`src/rtl/riscv_pkg.sv`:
```
// Shared RISC-V encoding definitions: immediate format codes, opcodes used by the
// li expansion, and signed range limits for each immediate format.
package riscv_pkg;

  typedef enum logic [2:0] {
    IMM_I   = 3'b000,
    IMM_S   = 3'b001,
    IMM_B   = 3'b010,
    IMM_U   = 3'b011,
    IMM_J   = 3'b100,
    IMM_R   = 3'b101,
    IMM_RAW = 3'b110
  } imm_op_e;

  localparam logic [6:0] OPC_LUI   = 7'b0110111;
  localparam logic [6:0] OPC_OPIMM = 7'b0010011;

  localparam int I_MIN = -2048;
  localparam int I_MAX = 2047;
  localparam int B_MIN = -4096;
  localparam int B_MAX = 4094;
  localparam int J_MIN = -1048576;
  localparam int J_MAX = 1048574;

  function automatic logic in_range(logic [31:0] v, int lo, int hi);
    return ($signed(v) >= lo) && ($signed(v) <= hi);
  endfunction

endpackage

```
`src/rtl/imm_pack.sv`:
```
// Combinational placement of immediate and register fields into one instruction
// word, with range (err[0]) and alignment (err[1]) flags.
module imm_pack
  import riscv_pkg::*;
(
  input  logic [2:0]  op,
  input  logic [31:0] imm,
  input  logic [6:0]  opcode,
  input  logic [4:0]  rd,
  input  logic [2:0]  funct3,
  input  logic [4:0]  rs1,
  input  logic [4:0]  rs2,
  input  logic [6:0]  funct7,
  output logic [31:0] inst,
  output logic [1:0]  err
);

  always_comb begin
    inst = '0;
    err  = '0;
    case (op)
      IMM_I: begin
        inst   = {imm[11:0], rs1, funct3, rd, opcode};
        err[0] = !in_range(imm, I_MIN, I_MAX);
      end
      IMM_S: begin
        inst   = {imm[11:5], rs2, rs1, funct3, imm[4:0], opcode};
        err[0] = !in_range(imm, I_MIN, I_MAX);
      end
      IMM_B: begin
        inst   = {imm[12], imm[10:5], rs2, rs1, funct3, imm[4:1], imm[11], opcode};
        err[0] = !in_range(imm, B_MIN, B_MAX);
        err[1] = imm[0];
      end
      IMM_U: begin
        inst   = {imm[31:12], rd, opcode};
        err[1] = |imm[11:0];
      end
      IMM_J: begin
        inst   = {imm[20], imm[10:1], imm[11], imm[19:12], rd, opcode};
        err[0] = !in_range(imm, J_MIN, J_MAX);
        err[1] = imm[0];
      end
      IMM_R: begin
        inst = {funct7, rs2, rs1, funct3, rd, opcode};
      end
      default: begin
        inst = imm;
      end
    endcase
  end

endmodule

```
`src/rtl/imm_encoder.sv`:
```
// Instruction assembler with valid/ready stream in and out; expands li into
// LUI+ADDI when the constant does not fit a single instruction.
//
// state    | meaning
// ---------+---------------------------------------------------------
// ST_EMPTY | no word held, out_valid_o low
// ST_LAST  | holding a single word or the final ADDI of a pair
// ST_FIRST | holding the LUI of a pair, ADDI waiting in pend_q
module imm_encoder
  import riscv_pkg::*;
(
  input  logic        clk_i,
  input  logic        rst_i,
  input  logic        in_valid_i,
  output logic        in_ready_o,
  input  logic [2:0]  imm_op_i,
  input  logic        li_en_i,
  input  logic [31:0] imm_i,
  input  logic [6:0]  opcode_i,
  input  logic [4:0]  rd_i,
  input  logic [2:0]  funct3_i,
  input  logic [4:0]  rs1_i,
  input  logic [4:0]  rs2_i,
  input  logic [6:0]  funct7_i,
  output logic        out_valid_o,
  input  logic        out_ready_i,
  output logic [31:0] inst_o,
  output logic [1:0]  err_o
);

  typedef enum logic [1:0] {ST_EMPTY, ST_LAST, ST_FIRST} state_e;

  state_e      state;
  logic [31:0] inst_q, pend_q;
  logic [1:0]  err_q;

  logic        accept, li_short, li_pair;
  logic [19:0] hi;
  logic [31:0] lui_word;

  logic [2:0]  p_op;
  logic [31:0] p_imm;
  logic [6:0]  p_opcode;
  logic [2:0]  p_funct3;
  logic [4:0]  p_rs1;
  logic [31:0] pack_inst;
  logic [1:0]  pack_err;

  assign in_ready_o  = (state == ST_EMPTY) | ((state == ST_LAST) & out_ready_i);
  assign accept      = in_valid_i & in_ready_o;
  assign out_valid_o = (state != ST_EMPTY);
  assign inst_o      = inst_q;
  assign err_o       = err_q;

  // Rounding the upper part by imm[11] compensates for ADDI sign-extending lo.
  assign li_short = in_range(imm_i, I_MIN, I_MAX);
  assign li_pair  = !li_short && (imm_i[11:0] != 12'd0);
  assign hi       = imm_i[31:12] + {19'd0, imm_i[11]};
  assign lui_word = {hi, rd_i, OPC_LUI};

  // The packer builds the ADDI half during li; rs1 is x0 unless it follows a LUI.
  always_comb begin
    p_op     = imm_op_i;
    p_imm    = imm_i;
    p_opcode = opcode_i;
    p_funct3 = funct3_i;
    p_rs1    = rs1_i;
    if (li_en_i) begin
      p_op     = IMM_I;
      p_imm    = {{20{imm_i[11]}}, imm_i[11:0]};
      p_opcode = OPC_OPIMM;
      p_funct3 = 3'b000;
      p_rs1    = li_pair ? rd_i : 5'd0;
    end
  end

  imm_pack u_pack (
    .op     (p_op),
    .imm    (p_imm),
    .opcode (p_opcode),
    .rd     (rd_i),
    .funct3 (p_funct3),
    .rs1    (p_rs1),
    .rs2    (rs2_i),
    .funct7 (funct7_i),
    .inst   (pack_inst),
    .err    (pack_err)
  );

  always_ff @(posedge clk_i or posedge rst_i) begin
    if (rst_i) begin
      state  <= ST_EMPTY;
      inst_q <= '0;
      err_q  <= '0;
      pend_q <= '0;
    end else if (accept) begin
      if (li_en_i) begin
        err_q  <= 2'b00;
        inst_q <= li_short ? pack_inst : lui_word;
        if (li_pair) begin
          pend_q <= pack_inst;
          state  <= ST_FIRST;
        end else begin
          state <= ST_LAST;
        end
      end else begin
        inst_q <= pack_inst;
        err_q  <= pack_err;
        state  <= ST_LAST;
      end
    end else if (out_ready_i) begin
      case (state)
        ST_FIRST: begin
          inst_q <= pend_q;
          err_q  <= 2'b00;
          state  <= ST_LAST;
        end
        ST_LAST: state <= ST_EMPTY;
        default: ;
      endcase
    end
  end

endmodule

```
`config.mk`:
```
export PLATFORM = sky130hd
export DESIGN_NAME = imm_encoder
export DESIGN_NICKNAME = d
export VERILOG_FILES = /design/src/rtl/riscv_pkg.sv /design/src/rtl/imm_pack.sv /design/src/rtl/imm_encoder.sv
export SDC_FILE = /design/constraint.sdc
export NUM_CORES = 1
export LEC_CHECK = 0
export ABC_AREA = 1
export CAP_MARGIN = 25
export CORE_ASPECT_RATIO = 0.8
export CORE_MARGIN = 2
export CORE_UTILIZATION = 57
export DETAILED_ROUTE_END_ITERATION = 8
export GPL_TIMING_DRIVEN = 0
export MAX_ROUTING_LAYER = met4
export PLACE_DENSITY = 0.87
export SYNTH_ARGS = -nofsm -noshare
export SYNTH_HDL_FRONTEND = slang
export SYNTH_HIERARCHICAL = 1
export SYNTH_SLANG_ARGS = --single-unit
```
`constraint.sdc`:
```
create_clock -name clk_i -period 4.7 [get_ports clk_i]
set_input_delay 0.94 -clock clk_i [delete_from_list [all_inputs] [get_ports clk_i]]
set_output_delay 0.94 -clock clk_i [all_outputs]
set_load 0.02 [all_outputs]
```
# ---- Word-level counts from Yosys, hierarchy flattened
# Cells that the tools add are included.
dict set report word_totals {
  regBits 68
  elab_cells 68
  output_inout_bits 36
}
dict set report classes {
  n_eq_ne 7
  mux 23
  magnitude_cmp 8
  n_reduce_logical 22
  bitwise 3
  addsub 1
}
# cell count
set op_table {}
lappend op_table {{$mux 32} 6}
lappend op_table {{$pmux 32 s6} 1}
lappend op_table {{$ge 32x12->1 const B} 2}
lappend op_table {{$le 32x12->1 const B} 2}
lappend op_table {{$ge 32x13->1 const B} 1}
lappend op_table {{$ge 32x21->1 const B} 1}
lappend op_table {{$le 32x13->1 const B} 1}
lappend op_table {{$le 32x21->1 const B} 1}
lappend op_table {{$add 20x1->20} 1}
lappend op_table {{$mux 2} 8}
lappend op_table {{$reduce_bool 12->1} 1}
lappend op_table {{$reduce_or 12->1} 1}
lappend op_table {{$mux 5} 2}
lappend op_table {{$mux 7} 1}
lappend op_table {{$eq 3x2->1 const B} 2}
lappend op_table {{$eq 3x3->1 const B} 2}
lappend op_table {{$mux 3} 2}
lappend op_table {{$reduce_bool 2->1} 3}
lappend op_table {{$logic_and 1x1->1} 5}
lappend op_table {{$logic_not 1->1} 4}
lappend op_table {{$pmux 2 s2} 1}
lappend op_table {{$reduce_and 2->1} 2}
lappend op_table {{$reduce_or 2->1} 2}
lappend op_table {{$eq 3x1->1 const B} 1}
lappend op_table {{other kinds (10)} 11}

# ---- Depth between registers and ports, before layout
dict set report logic_depth {
  word_depth 10
  ltp_mapped 17
  mapped_depth_nobuf 17
}

# ---- Hierarchy
# The synthesis kept the hierarchy.
# mod n_inst area_per_inst_um2 cells_each seq_area_each_um2
set by_module_without_submodules {}
lappend by_module_without_submodules {imm_encoder 1 4340.4 625 1701.6}
lappend by_module_without_submodules {imm_pack 1 1159.9 246 0.0}

# ---- Worst setup path after synthesis
# Ideal clock, no wire load.
dict set report synth_path {
  path_kind {input to register}
  from {input li_en_i}
  to {register inst_q[14], in the netlist inst_o[14]}
  setup_slack_ns 1.926
  path_buffers 2
  path_stages 13
  required_ns 4.583
  arrival_time_ns 2.658
  path_cell_list {clkbuf_1 clkbuf_1 nor2_1 nor2_2 inv_2 nor2_1 inv_2 nand4_4 mux2_4 nand2_1 nand3_1 nand2_1 nand2_1}
}
dict set report synth_between {
  elab_chain_len 6
  elab_cells_between_ends 13
  cone_classes {eq/ne (5); mux (7); reduce/logical (1)}
}
# element line_no
set synth_rtl {}
lappend synth_rtl {{start, declared} imm_encoder.sv:17} ;# input logic li_en_i,
lappend synth_rtl {{$mux 3 *} imm_encoder.sv:68} ;# if (li_en_i) begin
lappend synth_rtl {{named net p_op[1]} imm_encoder.sv:41} ;# logic [2:0] p_op;
lappend synth_rtl {{$eq 3x3->1, or another cell as far along} imm_pack.sv:21} ;# case (op)
lappend synth_rtl {{$pmux 32 s6 *} imm_pack.sv:21}
lappend synth_rtl {{named net pack_inst[14]} imm_encoder.sv:46} ;# logic [31:0] pack_inst;
lappend synth_rtl {{$mux 32} imm_encoder.sv:99} ;# inst_q <= li_short ? pack_inst : lui_word;
lappend synth_rtl {{$mux 32 *} imm_encoder.sv:97} ;# if (li_en_i) begin
lappend synth_rtl {{$mux 32 *} imm_encoder.sv:96} ;# end else if (accept) begin
lappend synth_rtl {{end signal, assigned} imm_encoder.sv:99}
lappend synth_rtl {{end signal, assigned} imm_encoder.sv:107} ;# inst_q <= pack_inst;
lappend synth_rtl {{end signal, assigned} imm_encoder.sv:114} ;# inst_q <= pend_q;
lappend synth_rtl {{end, declared} imm_encoder.sv:34} ;# logic [31:0] inst_q, pend_q;
# The timed path passes the listed nets; every way through them passes the cells marked *.
# A chain may end at the register's enable or synchronous reset.

# ---- Final worst setup path
dict set report layout_path {
  from {input li_en_i}
  to {register inst_q[27], in the netlist inst_o[27]}
}
# The elaborated chain is that of the path after synthesis.

==> flow_summary.html <==
<table>
<tr><th>Metric</th><th>Value</th></tr>
<tr><th colspan="2">Worst setup path</th></tr>
<tr><td>R2R depth</td><td>7</td></tr>
<tr><td>Worst reg2reg startpoint</td><td>state[0]$_DFFE_PP0P_</td></tr>
<tr><td>End of the worst register-to-register path</td><td>inst_o[19]$_DFFE_PP0P_</td></tr>
<tr><td>Critical Setup Path Class</td><td>in2reg</td></tr>
<tr><td>CP Capture Type</td><td>flop</td></tr>
<tr><td>Crit path max fanout</td><td>10</td></tr>
<tr><td>Category of the worst setup path launch point</td><td>primary input</td></tr>
<tr><td>Worst Path Arrival</td><td>4200 ps</td></tr>
<tr><td>Required @ worst endpoint</td><td>4980 ps</td></tr>
<tr><td>Register-to-Register Setup Slack</td><td>2600 ps</td></tr>
<tr><th colspan="2">Global route</th></tr>
<tr><td>Total congestion overflow</td><td>0</td></tr>
<tr><td>Vias in the first global route</td><td>5983</td></tr>
<tr><td>GRT Total Usage</td><td>40.1%</td></tr>
<tr><td>Maximum number of pins on one net before global-route repair</td><td>42</td></tr>
<tr><td>Number of antenna violations at the first check in global routing</td><td>0</td></tr>
<tr><td>First-pass GRT wire length</td><td>31.0 mm</td></tr>
<tr><th colspan="2">Clock tree</th></tr>
<tr><td>Clock sink count</td><td>68</td></tr>
<tr><td>Depth of the CTS H-tree</td><td>3</td></tr>
<tr><td>CTS root buf</td><td>sky130_fd_sc_hd__clkbuf_16</td></tr>
<tr><td>Total clock buffers created by CTS</td><td>9</td></tr>
<tr><td>Setup Fix Bufs, Post-CTS</td><td>0</td></tr>
<tr><td>Clock tree from TritonCTS</td><td>built</td></tr>
<tr><td>Worst-case clock buffer depth</td><td>2</td></tr>
<tr><td>Clock transition at the register clock pins on the worst setup and hold paths after CTS</td><td>60 ps</td></tr>
<tr><td>Hold buffers post-CTS</td><td>0</td></tr>
<tr><td>Clock Latency Late Sink</td><td>350 ps</td></tr>
<tr><td>CTS resizes</td><td>0</td></tr>
<tr><th colspan="2">Synth</th></tr>
<tr><td>Prevailing post-synth register cell</td><td>sky130_fd_sc_hd__dfrtp_1</td></tr>
<tr><td>Synth Net Count</td><td>945</td></tr>
<tr><td>Unique masters post-synth</td><td>39</td></tr>
<tr><td>EDFF count, synth</td><td>0</td></tr>
<tr><td>Cells after Synth</td><td>871</td></tr>
<tr><td>Sequential element share of the synthesized area</td><td>30.9%</td></tr>
<tr><td>Share of synthesized registers carrying an async set or reset</td><td>100%</td></tr>
<tr><td>Synth warn</td><td>6</td></tr>
<tr><td>Flop and latch count out of synthesis</td><td>68</td></tr>
<tr><td>Cell area after synthesis</td><td>5500 um2</td></tr>
<tr><td>Mean instance size in the synthesized netlist</td><td>6.31 um2</td></tr>
<tr><th colspan="2">Drt</th></tr>
<tr><td>Remaining routing DRC violations</td><td>0</td></tr>
<tr><td>Antenna-violating nets left</td><td>0</td></tr>
<tr><td>Via density per instance</td><td>5.80</td></tr>
<tr><td>Total number of vias</td><td>6461</td></tr>
<tr><td>Per-cell routed wire length</td><td>17.8 um</td></tr>
<tr><td>Initial drt markers</td><td>795</td></tr>
<tr><td>Number of search-and-repair iterations in the first detailed-routing pass</td><td>6</td></tr>
<tr><td>Final wirelength</td><td>19.9 mm</td></tr>
<tr><th colspan="2">Floorplan</th></tr>
<tr><td>Core region area</td><td>9530 um2</td></tr>
<tr><td>Die height</td><td>91.9 um</td></tr>
<tr><td>Count of boundary I/O pins</td><td>108</td></tr>
<tr><td>Die W</td><td>114 um</td></tr>
<tr><td>Die Outline Area</td><td>10500 um2</td></tr>
<tr><td>Placement row count</td><td>32</td></tr>
<tr><td>Starting Density</td><td>57.7%</td></tr>
<tr><th colspan="2">Hold path</th></tr>
<tr><td>Hold path startpoint</td><td>pend_q[3]$_DFFE_PP0P_</td></tr>
<tr><td>Hold WC Path Type</td><td>reg2reg</td></tr>
<tr><td>Worst min-delay path endpoint</td><td>pend_q[3]$_DFFE_PP0P_</td></tr>
<tr><td>Instance count along the most critical hold path</td><td>2</td></tr>
<tr><th colspan="2">Place</th></tr>
<tr><td>Final weighted congestion in routability-driven placement</td><td>1.01</td></tr>
<tr><td>Count of input and output buffers</td><td>107</td></tr>
<tr><td>Post-detailed-placement cell area</td><td>6740 um2</td></tr>
<tr><td>Final HPWL from detailed placement</td><td>15.4 mm</td></tr>
<tr><th colspan="2">Pwr</th></tr>
<tr><td>Peak supply drop</td><td>0.450 mV</td></tr>
<tr><td>Total power divided by cell area</td><td>482 nW/um2</td></tr>
<tr><td>Leak pwr</td><td>3.40 nW</td></tr>
<tr><th colspan="2">Cells and area</th></tr>
<tr><td>Post-layout instance area</td><td>7060 um2</td></tr>
<tr><td>Layout cell share with drive strength beyond 1</td><td>9.55%</td></tr>
<tr><td>Commonest non-fill, non-tap cells in the layout</td><td>sky130_fd_sc_hd__nand2_1 (305), sky130_fd_sc_hd__inv_1 (108), sky130_fd_sc_hd__clkdlybuf4s50_1 (107), sky130_fd_sc_hd__nor2_1 (90), sky130_fd_sc_hd__dfrtp_1 (68)</td></tr>
<tr><td>Number of antenna repair diodes</td><td>0</td></tr>
<tr><td>Most common cell after layout, fill and taps aside</td><td>sky130_fd_sc_hd__nand2_1</td></tr>
<tr><td>Area added between synthesis and finish</td><td>28.4%</td></tr>
<tr><td>Net count of the finished layout</td><td>1064</td></tr>
<tr><th colspan="2">Timing</th></tr>
<tr><td>Worst rel slew slack</td><td>58.3%</td></tr>
<tr><td>TNS Setup</td><td>0 ps</td></tr>
<tr><td>Worst Tran Pin Value</td><td>625 ps</td></tr>
<tr><td>Fin crit share</td><td>83.4%</td></tr>
<tr><td>Number of hold violations in the final report</td><td>0</td></tr>
<tr><td>Count of pins over their slew limit</td><td>0</td></tr>
<tr><td>Worst Skew</td><td>7.59 ps</td></tr>
<tr><td>Final Setup Violations</td><td>0</td></tr>
<tr><td>Maximum clock frequency</td><td>255 MHz</td></tr>
<tr><td>Unrepaired setup endpoints after global routing</td><td>false</td></tr>
<tr><td>Final Critical Period</td><td>3920 ps</td></tr>
<tr><th colspan="2">Outcome</th></tr>
<tr><td>Result of the run</td><td>finished clean</td></tr>
<tr><th colspan="2">Run</th></tr>
<tr><td>Total of max-cap violations</td><td>0</td></tr>
</table>
[per-layer routing]
layer  part of all wire, %  global-route usage (%)  vias to the layer above
li1                      -                       -                     3014
met1                    42                    54.2                     2948
met2                    42                    58.3                      414
met3                    10                    8.86                       85
met4                   4.9                    17.4                        0
met5                     0                       -                        -
[cell type report]
type                            instances  area, um2
Multi-Input combinational cell        652       3160
Fill cell                             777       2460
Sequential cell                        68       1700
Timing Repair Buffer                  108       1090
Inverter                              119        449
Clock buffer                            9        225
Buffer                                 32        186
Tap cell                              119        149
Clock inverter                          7       98.8
[how the worst max path moves through the flow]
stage          slack [ps]    start  depth (start not counted)                endpoint
3_5_place_dp          550  li_en_i                         14  inst_o[23]$_DFFE_PP0P_
5_1_grt               600  li_en_i                         14  inst_o[23]$_DFFE_PP0P_
3_3_place_gp          510  li_en_i                         14  inst_o[23]$_DFFE_PP0P_
4_1_cts               900  li_en_i                         14  inst_o[27]$_DFFE_PP0P_
6_report              780  li_en_i                         14  inst_o[27]$_DFFE_PP0P_
2_1_floorplan        1930  li_en_i                         13  inst_o[14]$_DFFE_PP0P_
[where the power goes]
part / switching [mW] / leakage, nW / internal, mW
sequential: 0.152 / 0.829 / 0.879
combinational: 0.974 / 2.42 / 0.664
clock: 0.272 / 0.156 / 0.466
[synthesized netlist by cell type, drive strengths merged, types with 5 or more instances]
cell type,number,share of area (%)
nand2,310,22
inv,118,8.1
nand4,15,2.0
a21oi,18,1.7
nor3,9,0.82
dfrtp,68,31
nand3,52,5.4
nor2,97,7.4
buf,17,2.4
xor2,11,1.8
or2,7,0.80
clkbuf,15,1.0
o21ai,101,11
nor4,5,0.57
o221ai,15,2.4
[cell families (layout without fill, tap and decap cells)]
kind of cell / count (synthesis) / in the layout / synth area share, %
adders and majority gates: 2 / 2 / 0.455
DFF: 68 / 68 / 30.9
AOI/OAI and AO/OA: 142 / 142 / 16.2
buffers and inverters: 151 / 275 / 11.6
xor gates and xnor gates: 11 / 11 / 1.75
muxes: 2 / 2 / 0.546
and+or+nand+nor: 495 / 495 / 38.5
[flip-flops by register name (all words and copies together), names as in the netlist]
name,flops
err_o,2
state,2
inst_o,32
pend_q,32
[through the flow]
stage                     instances  hold WS (ps)  util, %  total power [mW]  worst slack (ps)
final                          1114           480     74.1              3.41               779
after global routing           1114           509     74.1              3.59               602
after CTS                      1114           478     74.1              3.37               896
after detailed placement       1098           464     70.7              2.61               553
after global placement         1097           460     70.5              2.55               510
after floorplan                 871           444        -              1.95              1930
[worst max-delay path, stage by stage]
cell	delay [ps]
sky130_fd_sc_hd__clkdlybuf4s50_1	670
sky130_fd_sc_hd__clkbuf_1	430
sky130_fd_sc_hd__clkbuf_1	380
sky130_fd_sc_hd__nor2_1	180
sky130_fd_sc_hd__inv_1	140
sky130_fd_sc_hd__nand2_1	100
sky130_fd_sc_hd__nor2_1	210
sky130_fd_sc_hd__nor2_1	130
sky130_fd_sc_hd__buf_2	210
sky130_fd_sc_hd__o221ai_1	430
sky130_fd_sc_hd__a21oi_1	140
sky130_fd_sc_hd__nand2_1	110
sky130_fd_sc_hd__nand2_1	60
sky130_fd_sc_hd__nand2_1	70
Note: power is estimated with default switching activity, not from simulation.
